**src/rtl/m_shift_add_mul.sv**
```systemverilog
// Iterative 32x32 -> 64-bit RV32M multiplier: one operand bit per cycle through a
// shared 64-bit carry-select adder, with a start/done handshake toward writeback.

module m_adder (
  input  logic [63:0] a,
  input  logic [63:0] b,
  input  logic        c_in,
  output logic [63:0] sum
);
  localparam int BW = 8;
  localparam int NB = 64 / BW;

  logic [NB-1:0] carry;
  assign carry[0] = c_in;

  // Each byte lane precomputes both carry-in outcomes; the incoming carry selects one
  for (genvar gi = 0; gi < NB; gi++) begin : g_blk
    if (gi < NB - 1) begin : g_mid
      logic [BW:0] s0, s1;
      assign s0 = {1'b0, a[gi*BW +: BW]} + {1'b0, b[gi*BW +: BW]};
      assign s1 = s0 + {{BW{1'b0}}, 1'b1};
      assign sum[gi*BW +: BW] = carry[gi] ? s1[BW-1:0] : s0[BW-1:0];
      assign carry[gi+1] = carry[gi] ? s1[BW] : s0[BW];
    end else begin : g_last
      logic [BW-1:0] s0, s1;
      assign s0 = a[gi*BW +: BW] + b[gi*BW +: BW];
      assign s1 = s0 + {{(BW-1){1'b0}}, 1'b1};
      assign sum[gi*BW +: BW] = carry[gi] ? s1 : s0;
    end
  end
endmodule

module m_shift_add_mul (
  input  logic        i_clk_1,
  input  logic        i_rst_1,
  input  logic        i_start_1,
  input  logic [1:0]  i_opSigned_2,
  input  logic [31:0] i_mulOperand1_32,
  input  logic [31:0] i_mulOperand2_32,
  output logic        o_busy_1,
  output logic        o_done_1,
  output logic [63:0] o_product_64
);
  typedef enum logic [1:0] {IDLE, RUN, FIX, DONE} state_t;

  state_t      state, state_next;
  logic [63:0] mcand, acc;
  logic [31:0] mplr;
  logic [4:0]  cnt;
  logic        neg;

  logic [63:0] add_a, add_b, add_sum;
  logic        add_cin;

  logic        neg1, neg2;
  logic [31:0] mag1, mag2;

  // Two's-complement negation maps 0x80000000 onto itself, which is the correct unsigned magnitude
  assign neg1 = i_opSigned_2[1] & i_mulOperand1_32[31];
  assign neg2 = i_opSigned_2[0] & i_mulOperand2_32[31];
  assign mag1 = neg1 ? -i_mulOperand1_32 : i_mulOperand1_32;
  assign mag2 = neg2 ? -i_mulOperand2_32 : i_mulOperand2_32;

  m_adder u_adder (
    .a    (add_a),
    .b    (add_b),
    .c_in (add_cin),
    .sum  (add_sum)
  );

  always_comb begin
    state_next = state;
    add_a      = '0;
    add_b      = '0;
    add_cin    = 1'b0;
    case (state)
      IDLE: if (i_start_1) state_next = RUN;
      RUN: begin
        add_a = acc;
        add_b = mplr[0] ? mcand : '0;
        if (cnt == 5'd31) state_next = FIX;
      end
      FIX: begin
        // ~acc + 1 negates the magnitude; only consumed when the result is negative
        add_a      = ~acc;
        add_cin    = 1'b1;
        state_next = DONE;
      end
      DONE:    state_next = IDLE;
      default: state_next = IDLE;
    endcase
  end

  always_ff @(posedge i_clk_1 or posedge i_rst_1) begin
    if (i_rst_1) begin
      state        <= IDLE;
      mcand        <= '0;
      mplr         <= '0;
      acc          <= '0;
      cnt          <= '0;
      neg          <= 1'b0;
      o_product_64 <= '0;
    end else begin
      state <= state_next;
      case (state)
        IDLE: if (i_start_1) begin
          mcand <= {32'd0, mag1};
          mplr  <= mag2;
          acc   <= '0;
          cnt   <= '0;
          neg   <= neg1 ^ neg2;
        end
        RUN: begin
          acc   <= add_sum;
          mcand <= mcand << 1;
          mplr  <= mplr >> 1;
          cnt   <= cnt + 5'd1;
        end
        FIX: begin
          if (neg) begin
            acc          <= add_sum;
            o_product_64 <= add_sum;
          end else begin
            o_product_64 <= acc;
          end
        end
        default: ;
      endcase
    end
  end

  assign o_busy_1 = (state == RUN) || (state == FIX);
  assign o_done_1 = (state == DONE);
endmodule

```
**config.mk**
```make
export PLATFORM = sky130hd
export DESIGN_NAME = m_shift_add_mul
export DESIGN_NICKNAME = d
export VERILOG_FILES = /design/src/rtl/m_shift_add_mul.sv
export SDC_FILE = /design/constraint.sdc
export NUM_CORES = 1
export LEC_CHECK = 0
export BUFFER_PORTS_ARGS = -buffer_cell sky130_fd_sc_hd__buf_2
export CAP_MARGIN = 25
export CORE_ASPECT_RATIO = 0.75
export CORE_MARGIN = 8
export CORE_UTILIZATION = 27
export CTS_CLUSTER_DIAMETER = 80
export DETAILED_ROUTE_END_ITERATION = 10
export PLACE_DENSITY = 0.54
export SYNTH_ARGS = -nofsm -noshare
export SYNTH_HDL_FRONTEND = slang
export SYNTH_SLANG_ARGS = --single-unit
```
**constraint.sdc**
```tcl
create_clock -name i_clk_1 -period 9.6 [get_ports i_clk_1]
set_clock_uncertainty 0.05 [all_clocks]
set_input_delay 1.92 -clock i_clk_1 [delete_from_list [all_inputs] [get_ports i_clk_1]]
set_output_delay 1.92 -clock i_clk_1 [all_outputs]
set_load 0.03 [all_outputs]
```
Yosys cells after proc, flatten, opt, wreduce, memory -nomap -nowiden
Index checks and enable logic that the tools add are counted.
Widths: inputs -> output; s select.

word-level totals
  register bits after elaboration = 232
  input bits = 69
  output and inout bits = 66
  word-level logic and storage cells = 77

cells by class
  add/sub/neg operators = 19
  eq/ne operators = 6
  muxes and demuxes = 33
  bitwise operators = 4
  reductions and logical operators = 8

operators by type and width
  kind                 count
  $mux 64              5
  $pmux 64 s2          2
  $pmux 64 s3          1
  $mux 32              3
  $mux 8               8
  $neg 32->32          2
  $not 64->64          1
  $pmux 32 s2          1
  $add 8x8->9          7
  $add 9x1->9 const B  7
  $pmux 5 s2           1
  $add 8x1->8 const B  1
  $add 8x8->8          1
  $mux 1               8
  $pmux 2 s4           1
  $reduce_and 2->1     4
  $add 5x1->5 const B  1
  $eq 5x5->1 const B   1
  $mux 5               1
  $eq 2x2->1 const B   2
  $mux 2               2
  $ne 2x2->1 const B   2
  $reduce_bool 3->1    1
  $and 1x1->1          2
  other kinds (5)      5

Longest topological paths before layout
  word-level depth = 14
  mapped depth = 24
  mapped depth without buffers = 21

Cells and area by module
A second synthesis with hierarchy kept.

unflattened totals
  cells, all modules = 1834
  area total of the unflattened synthesis = 16439.5 sq um

modules (own cells, without submodules)
  module           instances  cells each  area each (sq um)  seq. area each (sq um)
  m_shift_add_mul  1          1376        12852.3            5805.6
  m_adder          1          458         3587.2             0.0

Worst setup path before layout
Ideal clock, no wire load.

  path kind = reg2reg
  start point = reg state[1]
  end point = reg o_product_64[61]
  setup time = 132 ps
  arrival = 5751 ps
  data required time = 9418 ps
  setup slack = 3667 ps
  cell stages (with the launch flop) = 23
  buffers on the path = 4
  period minus slack after synthesis = 5933 ps
  cell sequence = dfrtp_1 > inv_1 > ha_1 > clkbuf_1 > clkbuf_1 > clkbuf_1 > mux2_2 > ha_1 > buf_2 > or4b_1 > o2111ai_2 > and4_4 > a311oi_2 > or2_2 > o31ai_1 > nor3_4 > nand4_4 > mux2i_4 > mux2i_4 > mux2i_4 > mux2i_1 > nor3_1 > or3b_1

between the ends
  longest elaborated chain between the ends = 13
  elaborated cells on any way between the ends = 30
  classes of those cells = add/sub (16); eq/ne (2); mux (12)

ends and longest elaborated chain
  what                                             RTL line  text
  from (decl)                                      46        state_t state, state_next;
  from (signal assigned)                           104       state <= state_next;
  $eq 2x2->1 / $eq 2x1->1 (equally long branches)  76, 105
  $pmux 64 s2 / $mux 64 (equally long branches)    76        case (state)
  $add 8x8->9                                      20        assign s0 = {1'b0, a[gi*BW +: BW]} + {1'b0, b[gi*BW +: BW]};
  $add 9x1->9                                      21        assign s1 = s0 + {{BW{1'b0}}, 1'b1};
  $mux 1 (7 in series)                             23        assign carry[gi+1] = carry[gi] ? s1[BW] : s0[BW];
  $mux 8                                           28        assign sum[gi*BW +: BW] = carry[gi] ? s1 : s0;
  $mux 64                                          n/a
  to (signal assigned)                             122       o_product_64 <= add_sum;
  to (decl)                                        42        output logic [63:0] o_product_64

Parallel ways exist; a longest one is shown, timed or not.
A chain may end at the register's enable or synchronous reset.

Worst setup path in the final report
Same ends and word-level chain as after synthesis.

==> flow_summary.json <==
{
  "placed_cells": 2835,
  "setup_slack_ns": 2.60,
  "grt_busiest_layer": "met1",
  "synthFlopType": "dfrtp_1",
  "drtIter0Drc": 1070,
  "yosysWarnings": 0,
  "synth_top_area_share": 0.348,
  "cts_tree": "yes",
  "yosysUniqueCellTypes": 76,
  "nets": 2215,
  "finalSetupViolCount": 0,
  "fin_crit_ns": 7.00,
  "cap_violations": 0,
  "syn_nets": 2152,
  "grt_use_met3": 0.0287,
  "clock_latency_ns": 0.58,
  "seq_area_frac_synth": 0.348,
  "use_met2": 0.203,
  "dieArea_sq_um": 70000,
  "relSlewSlack": 0.321,
  "crit_type": "reg2reg",
  "synth_edf_count": 0,
  "use_met1": 0.210,
  "vdd_ir_drop_max_mv": 0.249,
  "synth_cells": 1994,
  "synth_area_sq_um": 16700,
  "p_leak_uw": 0.00912,
  "grt.overflow.total": 0,
  "tns_ns": 0,
  "antenna_found_initial": 4,
  "vias": 14500,
  "numCtsBuffers": 29,
  "slew_violations": 0,
  "final_common_cell": "nand2_1",
  "port_buffers": 134,
  "dr.pass1.iters": 5,
  "h-tree-depth": 1,
  "layout_common_cells": "290 x nand2_1, 231 x dfrtp_1, 171 x a21oi_1",
  "hpwl_um": 35700,
  "cts_resized": 0,
  "die_height_um": 231,
  "post-cts-setup-buffer-count": 0,
  "fmax_ghz": 0.143,
  "total_power_uw": 6220,
  "track_usage": 0.141,
  "worstPathMaxFanout": 82,
  "cts_buffer_depth": 3,
  "cp_data_required_time_ns": 10.01,
  "final_core_util": 0.311,
  "synth_top_cell_by_area": "dfrtp_1",
  "worstHoldPathType": "reg2reg",
  "fin_crit_sh": 0.729,
  "synth_seq_cells": 232,
  "grt_pass1_wl_um": 81000,
  "worst_slew_pin_slew_ns": 1.01,
  "cts.reportedPaths.clkPinSlew_ns": 0.06,
  "hold_buffers": 0,
  "instances_no_fill": 2891,
  "end_kind": "flip-flop",
  "rsz0062_at_grt": "no",
  "pin_count": 135,
  "cts_root_buffer": "clkbuf_16",
  "status": "finished, final reports clean",
  "drc": 0,
  "gp_congestion": 0.857,
  "via_per_inst": 5.03,
  "grt_max_degree": 122,
  "syn_to_final_growth_pct": 15.1,
  "synth.avg_cell_area_sq_um": 8.36,
  "start_util": 0.271,
  "critPathLaunchType": "flip-flop",
  "p_per_area_nw_per_um2": 324,
  "grt_pass1_vias": 14400,
  "async_flop_share": 1.00,
  "placementRows": 79,
  "dpl_worst_slack_ns": 2.64,
  "drive_gt1_frac": 0.143,
  "crit_arrival_ns": 7.41,
  "routed_wl_um": 50000,
  "finalHoldViolCount": 0,
  "core_area_sq_um": 61600,
  "die_x_um": 303,
  "postRouteAntennaNets": 0,
  "fillers": 6421,
  "wl_per_cell_um": 17.3,
  "netlist_top_cells_area": "dfrtp_1 35%, nand2_1 6.5%, ha_1 6.1%",
  "cts_sinks": 232
}
## sequential cells by signal (all words and copies together), names as in the netlist
| name | cells |
|---|---|
| mcand | 64 |
| o_product_64 | 64 |
| state | 2 |
| acc | 64 |
| mplr | 32 |
| cnt | 5 |
| neg | 1 |
## worst max-delay path, cell delays in order, from the launching register on
cell      delay, ns
dfrtp_1        0.44
inv_1          0.18
ha_4           0.71
buf_4          0.51
and3_1         0.29
ha_1           0.26
a211oi_1       0.27
o21a_1         0.18
or2_2          0.13
o311a_1        0.25
nor4bb_1       0.54
nand4_1        0.22
o221ai_1       0.35
nor3_4         0.13
nand4_4        0.14
mux2i_4        0.41
mux2i_4        0.38
mux2i_4        0.55
mux2i_1        0.38
nor3_1         0.10
or3b_1         0.36
## power breakdown
part,internal [uW],switching [uW],leakage (uW),total [uW]
clock network,742,480,0.000508,1220
registers,1320,272,0.00304,1590
logic,1130,2280,0.00557,3410
total,3190,3030,0.00912,6220
## per-layer routing
layer	up-vias	routed length (um)
li1	7109	-
met5	-	39
met2	433	20300
met1	6902	25000
met4	6	1310
met3	86	3380
## layout make-up
cell class | instances | area, sq um | area share
multi-input cells | 1566 | 10200 | 0.531
clock inverters | 20 | 279 | 0.0146
diodes | 1 | 2.50 | 0.000131
clock buffers | 34 | 774 | 0.0404
well taps | 810 | 1010 | 0.0529
repair buffers | 153 | 826 | 0.0431
flip-flops and latches | 232 | 5810 | 0.303
inverters | 75 | 289 | 0.0151
## synthesized netlist by cell type (all sizes together), types with 9 or more instances
cell,count
nor2,138
dfrtp,232
nand2,290
o211ai,28
or3,19
mux2i,33
and3,76
a21oi,171
o31ai,14
xor2,73
a211oi,10
nand3,56
xnor2,82
o21bai,20
nor3,21
clkbuf,103
a21o,55
nand4,12
inv,74
o221ai,10
nand2b,30
and2,9
o21ai,174
buf,18
mux2,61
ha,81
## final timing paths
kind	from	to	slack, ns	depth (start not counted)
setup / recovery	state[1]$_DFFE_PP0P_	o_product_64[61]$_DFFE_PP0N_	2.60	20
hold / removal	mplr[24]$_DFFE_PP0P_	mplr[24]$_DFFE_PP0P_	0.43	2
setup reg to reg	state[1]$_DFFE_PP0P_	o_product_64[61]$_DFFE_PP0N_	2.60	20
hold reg to reg	mplr[24]$_DFFE_PP0P_	mplr[24]$_DFFE_PP0P_	0.43	2
max in group asynchronous	i_rst_1	neg$_DFFE_PP0P_	6.62	3
min in group asynchronous	i_rst_1	acc[49]$_DFFE_PP0P_	1.40	2
## cell families (layout without fill, tap and decap cells)
group,Yosys count,in the layout,share of synthesized area
AOI/OAI and AO/OA,535,535,0.195
DFF,232,232,0.348
other,0,1,0
xor gates and xnor gates,156,156,0.0833
adders and majority gates,89,89,0.0704
muxes,94,94,0.0633
and+or+nand+nor,692,692,0.195
buffers and inverters,196,282,0.0442
## stage by stage
stage / hold WS, ns / instance area, sq um
6_report: 0.428 / 19200
5_1_grt: 0.455 / 19200
4_1_cts: 0.433 / 19200
3_5_place_dp: 0.420 / 18100
3_3_place_gp: 0.410 / 18100
2_1_floorplan: 0.389 / 16700
Note: power is estimated with default switching activity, not from simulation.
